### src/rtl/pll_reconf_seq.sv
// PLL reconfiguration sequencer: reset pulse, config load strobe, settle wait,
// clock switchover, then lock qualification with timeout. One request at a time.
module pll_reconf_seq #(
    parameter int DATA_WIDTH    = 16,
    parameter int CNT_WIDTH     = 16,
    parameter int RST_CYCLES    = 4,
    parameter int SETTLE_CYCLES = 8,
    parameter int LOCK_STABLE   = 4,
    parameter int LOCK_TIMEOUT  = 1000
) (
    input  logic                  clock,
    input  logic                  reset,
    input  logic                  req,
    input  logic [DATA_WIDTH-1:0] req_data,
    output logic                  busy,
    output logic                  done,
    output logic                  error,
    output logic                  pll_reset,
    output logic [DATA_WIDTH-1:0] pll_data,
    output logic                  pll_trigger,
    output logic                  pll_switch,
    input  logic                  pll_locked
);

    typedef enum logic [2:0] {
        S_IDLE,
        S_RESET_PLL,
        S_LOAD,
        S_SETTLE,
        S_SWITCH,
        S_LOCK,
        S_DONE_OK,
        S_FAIL
    } state_t;

    localparam logic [CNT_WIDTH-1:0] CNT_ONE     = CNT_WIDTH'(1);
    localparam logic [CNT_WIDTH-1:0] RST_LAST    = CNT_WIDTH'(RST_CYCLES - 1);
    localparam logic [CNT_WIDTH-1:0] SETTLE_LAST = CNT_WIDTH'(SETTLE_CYCLES - 1);
    localparam logic [CNT_WIDTH-1:0] STABLE_LIM  = CNT_WIDTH'(LOCK_STABLE);
    localparam logic [CNT_WIDTH-1:0] TIMEOUT_LIM = CNT_WIDTH'(LOCK_TIMEOUT);

    state_t                state_q, state_d;
    logic [CNT_WIDTH-1:0]  cnt_q, cnt_d;
    logic [CNT_WIDTH-1:0]  stable_q, stable_d;
    logic [CNT_WIDTH-1:0]  timeout_q, timeout_d;
    logic [CNT_WIDTH-1:0]  stable_inc, timeout_inc;
    logic [DATA_WIDTH-1:0] pll_data_q, pll_data_d;
    logic                  busy_q, busy_d;
    logic                  done_q, done_d;
    logic                  error_q, error_d;
    logic                  pll_reset_q, pll_reset_d;
    logic                  pll_trigger_q, pll_trigger_d;
    logic                  pll_switch_q, pll_switch_d;
    logic                  sync1_q, locked_s_q;

    // pll_locked comes from the PLL's own domain, so only locked_s_q is trusted
    always_ff @(posedge clock or posedge reset) begin
        if (reset) begin
            sync1_q    <= 1'b0;
            locked_s_q <= 1'b0;
        end else begin
            sync1_q    <= pll_locked;
            locked_s_q <= sync1_q;
        end
    end

    always_ff @(posedge clock or posedge reset) begin
        if (reset) begin
            state_q       <= S_IDLE;
            cnt_q         <= '0;
            stable_q      <= '0;
            timeout_q     <= '0;
            pll_data_q    <= '0;
            busy_q        <= 1'b0;
            done_q        <= 1'b0;
            error_q       <= 1'b0;
            pll_reset_q   <= 1'b0;
            pll_trigger_q <= 1'b0;
            pll_switch_q  <= 1'b0;
        end else begin
            state_q       <= state_d;
            cnt_q         <= cnt_d;
            stable_q      <= stable_d;
            timeout_q     <= timeout_d;
            pll_data_q    <= pll_data_d;
            busy_q        <= busy_d;
            done_q        <= done_d;
            error_q       <= error_d;
            pll_reset_q   <= pll_reset_d;
            pll_trigger_q <= pll_trigger_d;
            pll_switch_q  <= pll_switch_d;
        end
    end

    always_comb begin
        state_d     = state_q;
        cnt_d       = cnt_q;
        stable_d    = stable_q;
        timeout_d   = timeout_q;
        pll_data_d  = pll_data_q;
        error_d     = error_q;
        stable_inc  = locked_s_q ? (stable_q + CNT_ONE) : '0;
        timeout_inc = timeout_q + CNT_ONE;

        case (state_q)
            S_IDLE: begin
                if (req) begin
                    state_d    = S_RESET_PLL;
                    cnt_d      = '0;
                    pll_data_d = req_data;
                    error_d    = 1'b0;
                end
            end
            S_RESET_PLL: begin
                if (cnt_q == RST_LAST) begin
                    state_d = S_LOAD;
                    cnt_d   = '0;
                end else begin
                    cnt_d = cnt_q + CNT_ONE;
                end
            end
            S_LOAD: begin
                state_d = S_SETTLE;
                cnt_d   = '0;
            end
            S_SETTLE: begin
                if (cnt_q == SETTLE_LAST) begin
                    state_d = S_SWITCH;
                    cnt_d   = '0;
                end else begin
                    cnt_d = cnt_q + CNT_ONE;
                end
            end
            S_SWITCH: begin
                state_d   = S_LOCK;
                stable_d  = '0;
                timeout_d = '0;
            end
            // stable limit is tested first so a tie with the timeout counts as lock
            S_LOCK: begin
                stable_d  = stable_inc;
                timeout_d = timeout_inc;
                if (stable_inc == STABLE_LIM) begin
                    state_d = S_DONE_OK;
                end else if (timeout_inc == TIMEOUT_LIM) begin
                    state_d = S_FAIL;
                end
            end
            S_DONE_OK: state_d = S_IDLE;
            S_FAIL:    state_d = S_IDLE;
            default:   state_d = S_IDLE;
        endcase

        // outputs are decoded from the next state so every output leaves a flop
        busy_d        = (state_d != S_IDLE);
        done_d        = (state_d == S_DONE_OK) || (state_d == S_FAIL);
        pll_reset_d   = (state_d == S_RESET_PLL);
        pll_trigger_d = (state_d == S_LOAD);
        pll_switch_d  = (state_d == S_SWITCH);
        if (state_d == S_FAIL) begin
            error_d = 1'b1;
        end else if (state_d == S_DONE_OK) begin
            error_d = 1'b0;
        end
    end

    assign busy        = busy_q;
    assign done        = done_q;
    assign error       = error_q;
    assign pll_reset   = pll_reset_q;
    assign pll_data    = pll_data_q;
    assign pll_trigger = pll_trigger_q;
    assign pll_switch  = pll_switch_q;

endmodule

### config.mk
export PLATFORM = sky130hd
export DESIGN_NAME = pll_reconf_seq
export DESIGN_NICKNAME = d
export VERILOG_FILES = /design/src/rtl/pll_reconf_seq.sv
export SDC_FILE = /design/constraint.sdc
export NUM_CORES = 1
export LEC_CHECK = 0
export ABC_CLOCK_PERIOD_IN_PS = 2700
export CORE_AREA = 2 2 94 96
export DETAILED_ROUTE_END_ITERATION = 10
export DIE_AREA = 0 0 96 98
export PLACE_DENSITY_LB_ADDON = 0.1
export SYNTH_ARGS = -nofsm -noshare
export SYNTH_HDL_FRONTEND = slang
export SYNTH_SLANG_ARGS = --single-unit
export TNS_END_PERCENT = 100
### constraint.sdc
create_clock -name clock -period 2.7 [get_ports clock]
set_clock_uncertainty 0.2 [all_clocks]
set_input_delay 0.81 -clock clock [delete_from_list [all_inputs] [get_ports clock]]
set_output_delay 0.81 -clock clock [all_outputs]
set_load 0.02 [all_outputs]
==> impl_metrics.yaml, run 1 <==
layout:
  fill_cells: 739
  diodes: 0
  areaGrowthSynthToFinish_pct: 22.29
  drive_gt1_share_pct: 16.80
  post-route-cell-area_um2: 4976
  final_nets: 527
global_route:
  overflow: 0
  grt_use_total_pct: 21.55
  antenna_found_initial: 0
  grt_pass1_vias: 3391
  grt_max_degree: 32
  grt_pass1_wl_um: 16100
floorplan:
  die_area_um2: 9408
  die_h_um: 98
  boundaryPins: 42
  initial_core_util_pct: 48.06
  die_width_um: 96
  rows: 34
  fp.coreArea_um2: 8466
timing:
  slew_violations: 0
  fin_crit_ps: 2648
  timing.hold.ws_ps: 162.1
  hold_viol: 0
  slew_headroom_pct: 60.47
  setup_viol_count_final: 0
  tightest_slew_ps: 591.7
  fin_crit_sh_pct: 98.08
  clock.fmax_ghz: 0.3776
place:
  port_buffers: 41
  gp_congestion: 0.9015
  dp_hpwl_um: 6521
  place_area_um2: 4797
detailed_routing:
  drt-total-wl_um: 9399
  vias: 3536
  drtAntennaViolNets: 0
  drtIter0Drc: 224
  first_pass_iters: 4
  drc: 0
  drt-vias-per-instance: 5.759
  wl_per_cell_um: 15.31
synthesis:
  yosysTopAreaCell: "dfrtp_1"
  synth_fp_nets: 468
  yosys-top-cells-count: "75 x dfrtp_1, 60 x nand2_1, 51 x o21ai_0"
  synthesis.area_um2: 4069
  ys_seq_area_share_pct: 46.13
  syn_avg_cell_area_um2: 9.164
  syn_inst: 444
  synth_top_area_share_pct: 46.13
  synth.distinct_cells: 53
  synth_area_leaders: "dfrtp_1 46%, o21ai_0 6.3%, nand2_1 5.5%"
  ys_ff_latch: 75
  synth_ff_type: "dfrtp_1"
  ys_warn_count: 0
  async_flop_share_pct: 100.0
  synth_edf_count: 0
  synth.most_common_cell: "dfrtp_1"
setup_path:
  critPathMaxStageDelay_ps: 420
  crit_end: "error"
  crit_slowest_cell: "dfrtp_1"
  path_common_cell: "o311a_1"
  critPathMaxFanout: 5
  crit_path_start_kind: "flop"
  required_ps: 2720
  endpoint_kind: "flop"
  crit_start: "stable_q[0]"
  worst-r2r-cell-count: 8
  path_class: "reg -> reg"
  path_cells: "ha_4 -> and3_1 -> and2_1 -> o311a_1 -> nor3_2 -> nand4_1 -> o311a_1 -> mux2_2"
  reg2reg_from: "stable_q[0]"
  r2r-end: "error"
  r2r_slack_ps: 50
  arrival_ps: 2670
clock_tree:
  clock_path_buffers: 2
  insertion_delay_ps: 340
  h-tree-depth: 3
  clk_pin_slew_worst_paths_ps: 80
  cts-root-buf: "clkbuf_8"
  cts_buffers: 9
  ctsHoldBuffers: 0
  cts_tree: "done"
  cts.sinks: 75
status:
  status: "completed"
pwr:
  ir_drop_mv: 0.5360
  p_per_area_nw_per_um2: 688.8
  p_leak_nw: 2.090
run:
  drv_cap: 0
worst_hold_path:
  hp-class: "reg -> reg"
  holdPathStages: 0
## critical path: cells and delay by family (launching register included)
kind                     cells  cell delay (ps)
flip-flops                   1              420
multiplexers                 1              260
AO/OA/AOI/OAI                2              700
adder cells (fa/ha/maj)      1              190
AND/OR/NAND/NOR              4              760
## final cells by class
cell class              count  area (um^2)  area share (%)
inverters                   5        22.52          0.4526
well taps                 108        135.1           2.716
repair buffers             77        718.2           14.43
clock buffers              10        127.6           2.565
multi-input cells         335         2076           41.71
flip-flops and latches     75         1877           37.72
clock inverters             4        20.02          0.4023
## where the power goes
group | switching (W) | internal [W]
clock | 0.000407 | 0.000318
combinational | 0.000663 | 0.000603
sequential | 0.000121 | 0.00132
## layout by cell type (no fill, tap or decap), types with 14 or more instances in the layout
master,netlist,routed
nand4_1,14,14
buf_4,1,33
nand2_1,60,60
nor3_1,17,16
clkdlybuf4s50_1,0,41
nand3_1,27,27
mux2_2,17,17
nor2_1,28,28
dfrtp_1,75,75
a21oi_1,15,15
o21ai_0,51,51
## cells by family (layout without fill, tap and decap cells)
logic type / count (synthesis) / count (layout) / synth area share, %
compound gates: 100 / 100 / 15.04
xor+xnor: 15 / 15 / 3.229
fa+ha+maj: 4 / 4 / 1.230
buf+inv: 34 / 96 / 3.506
flops: 75 / 75 / 46.13
mux: 23 / 23 / 6.181
simple gates: 193 / 193 / 24.69
## metrics by stage
stage	total power (W)	setup TNS, ps	instances	util (%)	setup WS [ps]
2_1_floorplan	0.002192	0	444	-	28.33
3_3_place_gp	0.002709	0	599	56.67	86.54
3_5_place_dp	0.002728	-34.78	599	56.67	-34.78
4_1_cts	0.003462	0	613	58.57	26.46
5_1_grt	0.003636	-0.2736	614	58.78	-0.2736
6_report	0.003427	0	614	58.78	51.82
## what timing repair did
action / in CTS / in global routing
setup buffers: 0 / 1
endpoints found under the setup margin: 1 / 1
gates resized for setup: 2 / 2
pin swaps: 0 / 6
## how the worst min path moves through the flow
stage / start / to / slack [ps]
finish: sync1_q / locked_s_q / 160
global route: sync1_q / locked_s_q / 170
CTS: sync1_q / locked_s_q / 160
detailed placement: sync1_q / locked_s_q / 140
global placement: sync1_q / locked_s_q / 130
floorplan: sync1_q / locked_s_q / 130
## flip-flops by register name, indices dropped and copies added, names as in the netlist
signal,count
busy,1
timeout_q,16
pll_trigger,1
pll_data,16
error,1
state_q,3
sync1_q,1
cnt_q,16
pll_switch,1
locked_s_q,1
done,1
pll_reset,1
stable_q,16
## per-layer routing
| layer | vias up | global-route usage, % | part of all wire (%) |
|---|---|---|---|
| li1 | 1724 | - | - |
| met1 | 1710 | 30.98 | 47 |
| met5 | - | 0 | 0 |
| met4 | 0 | 7.253 | 1.4 |
| met3 | 15 | 4.784 | 6.0 |
| met2 | 87 | 32.21 | 46 |
No activity file was read; power rests on OpenSTA's default activity.
==> inputs of run 2 (changes only) <==
--- a/config.mk
+++ b/config.mk
@@ -9,6 +9,7 @@
 export CORE_AREA = 2 2 94 96
 export DETAILED_ROUTE_END_ITERATION = 10
 export DIE_AREA = 0 0 96 98
+export GPL_ROUTABILITY_DRIVEN = 0
 export PLACE_DENSITY_LB_ADDON = 0.1
 export SYNTH_ARGS = -nofsm -noshare
 export SYNTH_HDL_FRONTEND = slang
==> results of run 2 <==
The final DEF is identical to that of run 1; final timing and power are the same.
